**src/rtl/muldiv_ctrl.sv**
```systemverilog
// rtl/muldiv_ctrl.sv - HI/LO multiply/divide sequencer driving shared unsigned Mul and Div units
// Optional macro: MULDIV_DIVZERO_BYPASS_EN (divide-by-zero answered locally, Div unit skipped)
module muldiv_ctrl (
    input  logic        clk,
    input  logic        resetn,
    input  logic        req_valid,
    input  logic [2:0]  req_op,
    input  logic [31:0] req_a,
    input  logic [31:0] req_b,
    input  logic        cancel,
    output logic        stall_out,
    output logic        busy,
    output logic        mul_valid,
    output logic        div_valid,
    output logic [31:0] op_a,
    output logic [31:0] op_b,
    input  logic        mul_done,
    input  logic        div_done,
    input  logic [63:0] mul_c,
    input  logic [63:0] div_c,
    output logic        hi_we,
    output logic        lo_we,
    output logic [31:0] hi_data,
    output logic [31:0] lo_data,
    output logic        gpr_valid,
    output logic [31:0] gpr_data
);

    localparam logic [2:0] OP_MULTU = 3'd0;
    localparam logic [2:0] OP_MULT  = 3'd1;
    localparam logic [2:0] OP_DIVU  = 3'd2;
    localparam logic [2:0] OP_DIV   = 3'd3;
    localparam logic [2:0] OP_MUL   = 3'd4;

    typedef enum logic [1:0] {
        S_IDLE,
        S_MUL_BUSY,
        S_DIV_BUSY,
        S_RESP
    } state_t;

    state_t      state_q;
    state_t      state_d;
    logic [2:0]  op_q;
    logic        sign_a_q;
    logic        sign_b_q;
    logic [31:0] mag_a_q;
    logic [31:0] mag_b_q;
    logic [63:0] res_q;

    logic        req_legal;
    logic        req_signed;
    logic        req_is_div;
    logic        accept;
    logic        div_zero;
    logic        neg_a;
    logic        neg_b;
    logic [31:0] mag_a_d;
    logic [31:0] mag_b_d;
    logic [63:0] mul_fix;
    logic [31:0] div_q_fix;
    logic [31:0] div_r_fix;
    logic        resp_ok;

    assign req_legal  = (req_op <= OP_MUL);
    assign req_signed = (req_op == OP_MULT) || (req_op == OP_DIV) || (req_op == OP_MUL);
    assign req_is_div = (req_op == OP_DIVU) || (req_op == OP_DIV);
    assign accept     = (state_q == S_IDLE) && req_valid && req_legal && !cancel;

    assign neg_a   = req_signed && req_a[31];
    assign neg_b   = req_signed && req_b[31];
    assign mag_a_d = neg_a ? (32'd0 - req_a) : req_a;
    assign mag_b_d = neg_b ? (32'd0 - req_b) : req_b;

`ifdef MULDIV_DIVZERO_BYPASS_EN
    assign div_zero = req_is_div && (req_b == 32'd0);
`else
    assign div_zero = 1'b0;
`endif

    // Units work on magnitudes; signs are reapplied here (remainder follows the dividend).
    assign mul_fix   = (sign_a_q ^ sign_b_q) ? (64'd0 - mul_c) : mul_c;
    assign div_q_fix = (sign_a_q ^ sign_b_q) ? (32'd0 - div_c[31:0]) : div_c[31:0];
    assign div_r_fix = sign_a_q ? (32'd0 - div_c[63:32]) : div_c[63:32];

    always_comb begin
        state_d = state_q;
        case (state_q)
            S_IDLE: begin
                if (accept) begin
                    if (div_zero)
                        state_d = S_RESP;
                    else if (req_is_div)
                        state_d = S_DIV_BUSY;
                    else
                        state_d = S_MUL_BUSY;
                end
            end
            S_MUL_BUSY: begin
                if (cancel)
                    state_d = S_IDLE;
                else if (mul_done)
                    state_d = S_RESP;
            end
            S_DIV_BUSY: begin
                if (cancel)
                    state_d = S_IDLE;
                else if (div_done)
                    state_d = S_RESP;
            end
            // The instruction is still presented during RESP, so never re-accept here.
            S_RESP:  state_d = S_IDLE;
            default: state_d = S_IDLE;
        endcase
    end

    always_ff @(posedge clk) begin
        if (!resetn) begin
            state_q  <= S_IDLE;
            op_q     <= 3'd0;
            sign_a_q <= 1'b0;
            sign_b_q <= 1'b0;
            mag_a_q  <= 32'd0;
            mag_b_q  <= 32'd0;
            res_q    <= 64'd0;
        end else begin
            state_q <= state_d;
            if (accept) begin
                op_q     <= req_op;
                sign_a_q <= neg_a;
                sign_b_q <= neg_b;
                mag_a_q  <= mag_a_d;
                mag_b_q  <= mag_b_d;
                if (div_zero)
                    res_q <= {req_a, 32'hFFFF_FFFF};
            end
            if ((state_q == S_MUL_BUSY) && mul_done && !cancel)
                res_q <= mul_fix;
            if ((state_q == S_DIV_BUSY) && div_done && !cancel)
                res_q <= {div_r_fix, div_q_fix};
        end
    end

    assign stall_out = accept || (state_q == S_MUL_BUSY) || (state_q == S_DIV_BUSY);
    assign busy      = (state_q != S_IDLE);
    assign mul_valid = (state_q == S_MUL_BUSY) && !cancel;
    assign div_valid = (state_q == S_DIV_BUSY) && !cancel;
    assign op_a      = mag_a_q;
    assign op_b      = mag_b_q;

    assign resp_ok   = (state_q == S_RESP) && !cancel;
    assign hi_we     = resp_ok && (op_q != OP_MUL);
    assign lo_we     = resp_ok && (op_q != OP_MUL);
    assign gpr_valid = resp_ok && (op_q == OP_MUL);
    assign hi_data   = res_q[63:32];
    assign lo_data   = res_q[31:0];
    assign gpr_data  = res_q[31:0];

endmodule

```
**config.mk**
```make
export PLATFORM = sky130hd
export DESIGN_NAME = muldiv_ctrl
export DESIGN_NICKNAME = d
export VERILOG_FILES = /design/src/rtl/muldiv_ctrl.sv
export SDC_FILE = /design/constraint.sdc
export NUM_CORES = 1
export LEC_CHECK = 0
export CAP_MARGIN = 20
export CORE_MARGIN = 3
export CORE_UTILIZATION = 45
export CTS_CLUSTER_DIAMETER = 150
export DETAILED_ROUTE_END_ITERATION = 8
export PLACE_DENSITY = 0.91
export SYNTH_ARGS = -nofsm -noshare
export SYNTH_HDL_FRONTEND = slang
export SYNTH_SLANG_ARGS = --single-unit
```
**constraint.sdc**
```tcl
create_clock -name clk -period 3.16 [get_ports clk]
set_input_delay 0.632 -clock clk [delete_from_list [all_inputs] [get_ports clk]]
set_output_delay 0.632 -clock clk [all_outputs]
set_load 0.05 [all_outputs]
```
; ---- Yosys cells after proc, flatten, opt, wreduce, memory -nomap -nowiden
; Cells that the tools add are included.
[classes]
muxes = 14
bitwise_logic = 1
eq_ne = 12
n_addsub = 5
n_reduce_logical = 24
magnitude_cmp = 1
[ops]
columns = op, n
row1 = $mux 64, 3
row2 = $mux 32, 4
row3 = $sub 1x32->32 const A, 4
row4 = $sub 1x64->64 const A, 1
row5 = $logic_and 1x1->1, 14
row6 = $mux 2, 6
row7 = $ne 3x3->1 const B, 3
row8 = $pmux 2 s4, 1
row9 = $eq 3x2->1 const B, 2
row10 = $eq 3x3->1 const B, 2
row11 = $logic_or 1x1->1, 5
row12 = $eq 2x2->1 const B, 2
row13 = $reduce_bool 2->1, 2
row14 = $eq 3x1->1 const B, 1
row15 = $le 3x3->1 const B, 1
row16 = $reduce_and 3->1, 1
row17 = $eq 2x1->1 const B, 1
row18 = $logic_not 2->1, 1
row19 = $ne 2x2->1 const B, 1
row20 = $logic_not 1->1, 1
row21 = $xor 1x1->1, 1
[word_totals]
reg_bits = 135
output_inout_bits = 167
wordCells = 64

; ---- Longest topological paths before layout
; Gate-level depths: netlist of the first run.
[logic_depth]
ltp_word = 6
ltp_mapped = 10
ltp_nobuf = 8

; ---- Worst setup path before layout of the first run
; No wires, ideal clock.
[synth_path]
path_kind = in2out
startpoint = input port req_op[0]
endpoint = output port stall_out
path_stages = 4
arrival_time_ps = 2090
required_time_ps = 2528
setup_slack_ps = 438
path_cell_list = or2_2 a21oi_1 clkbuf_1 or3_1
[synth_between]
elab_chain_cells = 5
[synth_lines]
columns = item, line
row1 = from (decl), 7  ; input logic [2:0] req_op,
row2 = $le 3x3->1, 65  ; assign req_legal = (req_op <= OP_MUL);
row3 = $logic_and 1x1->1 (2 in series), 68  ; assign accept = (state_q == S_IDLE) && req_valid && req_legal && !cancel;
row4 = $logic_or 1x1->1 (2 in series), 144  ; assign stall_out = accept || (state_q == S_MUL_BUSY) || (state_q == S_DIV_BUSY);
row5 = to (decl), 11  ; output logic stall_out,
; No other way between the ends.

; ---- Final worst setup path of the first run
[layout_path]
startpoint = input port div_c[33]
endpoint = register res_q[50]
[layout_between]
elab_chain_cells = 3
[layout_lines]
columns = item, line
row1 = from (decl), 20  ; input logic [63:0] div_c,
row2 = $sub 1x32->32, 84  ; assign div_r_fix = sign_a_q ? (32'd0 - div_c[63:32]) : div_c[63:32];
row3 = $mux 32, 84
row4 = $mux 64, 139  ; if ((state_q == S_DIV_BUSY) && div_done && !cancel)
row5 = to (signal assigned), 135  ; res_q <= {req_a, 32'hFFFF_FFFF};
row6 = to (signal assigned), 138  ; res_q <= mul_fix;
row7 = to (signal assigned), 140  ; res_q <= {div_r_fix, div_q_fix};
row8 = to (decl), 49  ; logic [63:0] res_q;
; No other way between the ends.
; A chain may end at the register's enable or synchronous reset.

==> reports/qor_table.md, run 1 <==
| Item | Value | Unit |
| --- | --- | --- |
| CTS tree | yes | - |
| Top_reg_cell synth | sky130_fd_sc_hd__dfxtp_1 | - |
| Clock latency at the later pin of the worst-skew pair | 0.42 | ns |
| Total count of max-transition violations in the final report | 0 | - |
| Placed standard-cell area | 0.0142 | mm^2 |
| Final instance count without filler cells | 1941 | - |
| Resized Gates After CTS | 0 | - |
| Power Total | 7.64 | mW |
| Slew @ Worst Pin | 0.743 | ns |
| Initial antenna violation count | 0 | - |
| Clock edge transition at the registers on the reported setup and hold paths | 0.07 | ns |
| Path class of the lowest-slack min-delay path | reg2reg | - |
| Pin count of the biggest net entering global routing | 109 | - |
| Part of the cycle the worst path needs | 92.9 | % |
| Total global routing track utilization | 32.9 | % |
| Starting density of the core | 46.0 | % |
| Seq/Total Area, Yosys | 27.8 | % |
| Worst Path Required | 3.48 | ns |
| LEAKAGE | 5.13 | nW |
| Critical path peak fanout | 6 | - |
| Site row count | 53 | - |
| Horizontal die dimension | 153 | um |
| Post-synth EDFFs | 0 | - |
| Ratio of cells with drive above 1 in the final layout | 11.0 | % |
| CP bufs+invs | 2 | - |
| Number of buffers added for setup after CTS | 0 | - |
| Critical Path Start Type | input port | - |
| Worst-case clock buffer depth | 2 | - |
| Number of placed cells counting well taps | 1909 | - |
| Tightest slew margin relative to the limit | 50.3 | % |
| Finished Cell Area | 0.0148 | mm^2 |
| Setup repair after global routing missed its margin | no | - |
| Detailed-router iteration count before antenna repair | 5 | - |
| Post-layout minimum cycle time | 2.93 | ns |
| Layout-stage area growth over the synthesis result | 52.0 | % |
| Warnings from Yosys | 0 | - |
| Top Family by Delay on Critical Path | simple AND/OR/NAND/NOR gates | - |
| First-pass GRT wire length | 62900 | um |
| Slowest library cell on the worst path | sky130_fd_sc_hd__or3_1 | - |
| Number of synthesized register bits | 135 | - |
| HPWL after DPL | 31500 | um |
| Count of endpoints failing hold in the final timing report | 0 | - |
| Endpoint class of the critical path | register | - |
| Highest clock frequency the design can meet | 0.341 | GHz |
| Avg Inst Size Synth | 7.72 | um^2 |
| Number of buffers created by CTS | 17 | - |
| Total congestion overflow | 0 | - |
| Post-route ant nets | 0 | - |
| Port-buffer cells | 367 | - |
| Worst Slack Setup Final | 0.226 | ns |
| Async set-or-reset flop fraction in the synthesized netlist | 0 | % |
| Result of the run | finished clean | - |
| Smallest hold slack | 0.458 | ns |
| Via count | 11.9k | - |
| # clock sinks | 135 | - |
| Number of ports placed on the die boundary | 368 | - |
| Routed WL | 40400 | um |
| Via count of the first global-routing pass | 11.8k | - |
| Number of diodes | 0 | - |
| Worst slack at placement | -0.124 | ns |
| Ordered list of cells on the worst path | clkdlybuf4s50_1 -> inv_1 -> ha_1 -> or3b_2 -> or3_1 -> o41ai_1 -> xor2_1 -> o21ai_0 -> o21a_1 | - |
| Die footprint | 0.0234 | mm^2 |
| Vias per cell | 6.15 | - |
| Final core utilization | 70.0 | % |
| Weighted congestion at the end of routability-driven global placement | 1.03 | - |
| Power per standard cell area | 518 | mW/mm^2 |
| Clock Tree Root | sky130_fd_sc_hd__clkbuf_16 | - |
| VDD IR max | 0.378 | mV |
| Die Ht | 153 | um |
| Kind of critical path | in2reg | - |
| Clock Skews | 0.00997 | ns |
| Count of routing violations after the opening detailed-route iteration | 1042 | - |
| Gate Count Post-Synth | 1257 | - |
| Synth Cell Area | 0.00971 | mm^2 |
| Total negative slack for setup checks | 0 | ns |
| Post-CTS Hold Fix Bufs | 0 | - |
| Placeable core region | 0.0211 | mm^2 |
| WP data arrival | 3.25 | ns |
| Count of unique library cells instantiated by Yosys | 68 | - |
| Drt wl/cell | 20.8 | um |
| Final setup viols | 0 | - |
| Deepest level of the CTS H-tree | 4 | - |
| Number of design rule violations left after detail routing | 0 | - |
| Reported max-cap violation count | 0 | - |
| Number of nets produced by synthesis | 1468 | - |
| Net count of the finished layout | 1864 | - |
| Max stage delay on crit path | 0.51 | ns |
## synth_stat cells (12+ instances only)
master	number	area, um^2
sky130_fd_sc_hd__a211oi_1	36	270
sky130_fd_sc_hd__a21oi_1	100	500
sky130_fd_sc_hd__a31oi_1	20	125
sky130_fd_sc_hd__buf_4	33	248
sky130_fd_sc_hd__clkbuf_1	62	233
sky130_fd_sc_hd__dfxtp_1	135	2700
sky130_fd_sc_hd__inv_1	22	82.6
sky130_fd_sc_hd__mux2i_1	12	120
sky130_fd_sc_hd__nand2_1	94	353
sky130_fd_sc_hd__nand3_1	17	85.1
sky130_fd_sc_hd__nor2_1	116	435
sky130_fd_sc_hd__nor3_1	38	190
sky130_fd_sc_hd__nor4_1	20	125
sky130_fd_sc_hd__o21ai_0	104	521
sky130_fd_sc_hd__o221ai_1	28	245
sky130_fd_sc_hd__o31ai_1	25	188
sky130_fd_sc_hd__o41ai_1	20	175
sky130_fd_sc_hd__or3_1	33	206
sky130_fd_sc_hd__or4_1	22	165
sky130_fd_sc_hd__xnor2_1	77	674
sky130_fd_sc_hd__xor2_1	77	674
## final timing paths
kind	startpoint	end	slack [ns]	cells past startpoint
hold reg to reg	op_b[22]$_SDFFE_PN0P_	op_b[22]$_SDFFE_PN0P_	0.46	2
hold / removal	op_b[22]$_SDFFE_PN0P_	op_b[22]$_SDFFE_PN0P_	0.46	2
setup / recovery	div_c[33]	res_q[50]$_SDFFE_PN0P_	0.23	9
setup reg to reg	state_q[1]$_SDFFE_PN0P_	res_q[54]$_SDFFE_PN0P_	0.84	8
## worst register-to-register path: stages, from the launching register on
cell and delay [ns]:
sky130_fd_sc_hd__dfxtp_1 0.36, sky130_fd_sc_hd__inv_1 0.10, sky130_fd_sc_hd__ha_1 0.23, sky130_fd_sc_hd__nand3b_1 0.30, sky130_fd_sc_hd__nand2_1 0.18, sky130_fd_sc_hd__nor2_1 0.52, sky130_fd_sc_hd__nand2_1 0.16, sky130_fd_sc_hd__and4_1 0.22
sky130_fd_sc_hd__a211oi_1 0.17
## power by group
part	total [mW]	leakage (nW)	switching, mW	internal, mW
registers	2.13	1.10	0.184	1.95
clock network	2.04	0.281	0.846	1.19
logic	3.47	3.75	2.19	1.28
total	7.64	5.13	3.22	4.42
## cells in the final DEF (no fill, tap or decap), types with 10 or more instances in the layout
| cell | synthesis | routed |
|---|---|---|
| sky130_fd_sc_hd__nor3_1 | 38 | 38 |
| sky130_fd_sc_hd__nor4_1 | 20 | 20 |
| sky130_fd_sc_hd__dfxtp_1 | 135 | 135 |
| sky130_fd_sc_hd__a211oi_1 | 36 | 36 |
| sky130_fd_sc_hd__nand2_1 | 94 | 94 |
| sky130_fd_sc_hd__or3_1 | 33 | 33 |
| sky130_fd_sc_hd__o31ai_1 | 25 | 25 |
| sky130_fd_sc_hd__xor2_1 | 77 | 76 |
| sky130_fd_sc_hd__nand4_1 | 10 | 10 |
| sky130_fd_sc_hd__nand3_1 | 17 | 17 |
| sky130_fd_sc_hd__inv_1 | 22 | 21 |
| sky130_fd_sc_hd__o41ai_1 | 20 | 20 |
| sky130_fd_sc_hd__xnor2_1 | 77 | 76 |
| sky130_fd_sc_hd__clkbuf_16 | 0 | 17 |
| sky130_fd_sc_hd__a31oi_1 | 20 | 20 |
| sky130_fd_sc_hd__ha_1 | 10 | 10 |
| sky130_fd_sc_hd__buf_4 | 33 | 115 |
| sky130_fd_sc_hd__o21ai_0 | 104 | 104 |
| sky130_fd_sc_hd__a21oi_1 | 100 | 99 |
| sky130_fd_sc_hd__clkdlybuf4s50_1 | 0 | 360 |
| sky130_fd_sc_hd__nor2_1 | 116 | 115 |
| sky130_fd_sc_hd__mux2i_1 | 12 | 12 |
| sky130_fd_sc_hd__or4_1 | 22 | 22 |
| sky130_fd_sc_hd__o221ai_1 | 28 | 28 |
## cell type report
cell class | count | area [um^2]
timing repair buffer | 482 | 4590
sequential | 135 | 2700
multi-input combinational | 995 | 6440
clock inverter | 13 | 145
fill | 1628 | 6340
tap | 275 | 344
clock buffer | 19 | 443
inverter | 22 | 82.6
## metal layers
layer	vias to the layer above	track usage, %	part of all wire [%]
li1	5474	-	-
met1	5534	38.0	36
met2	797	56.6	48
met3	141	8.83	11
met4	0	16.0	5.0
met5	-	0	0
## cell families after synthesis
kind of cell	count (synthesis)	share of synthesized area (%)
fa+ha+maj	10	1.29
buf+inv	127	6.21
mux	14	1.47
flops	135	27.8
simple gates	413	22.1
xor+xnor	154	13.9
compound gates	404	27.2
## flip-flops by register name, indices dropped and copies added (netlist names)
signal and count:
res_q 64, op_a 32, op_b 32, op_q 3, state_q 2, sign_a_q 1, sign_b_q 1
Note: power is estimated with default switching activity, not from simulation.
==> inputs of run 2 (changes only) <==
--- a/config.mk
+++ b/config.mk
@@ -11,6 +11,7 @@
 export CTS_CLUSTER_DIAMETER = 150
 export DETAILED_ROUTE_END_ITERATION = 8
 export PLACE_DENSITY = 0.91
+export SETUP_SLACK_MARGIN = 0.02
 export SYNTH_ARGS = -nofsm -noshare
 export SYNTH_HDL_FRONTEND = slang
 export SYNTH_SLANG_ARGS = --single-unit
==> results of run 2 <==
The final DEF is identical to that of run 1; final timing and power are the same.
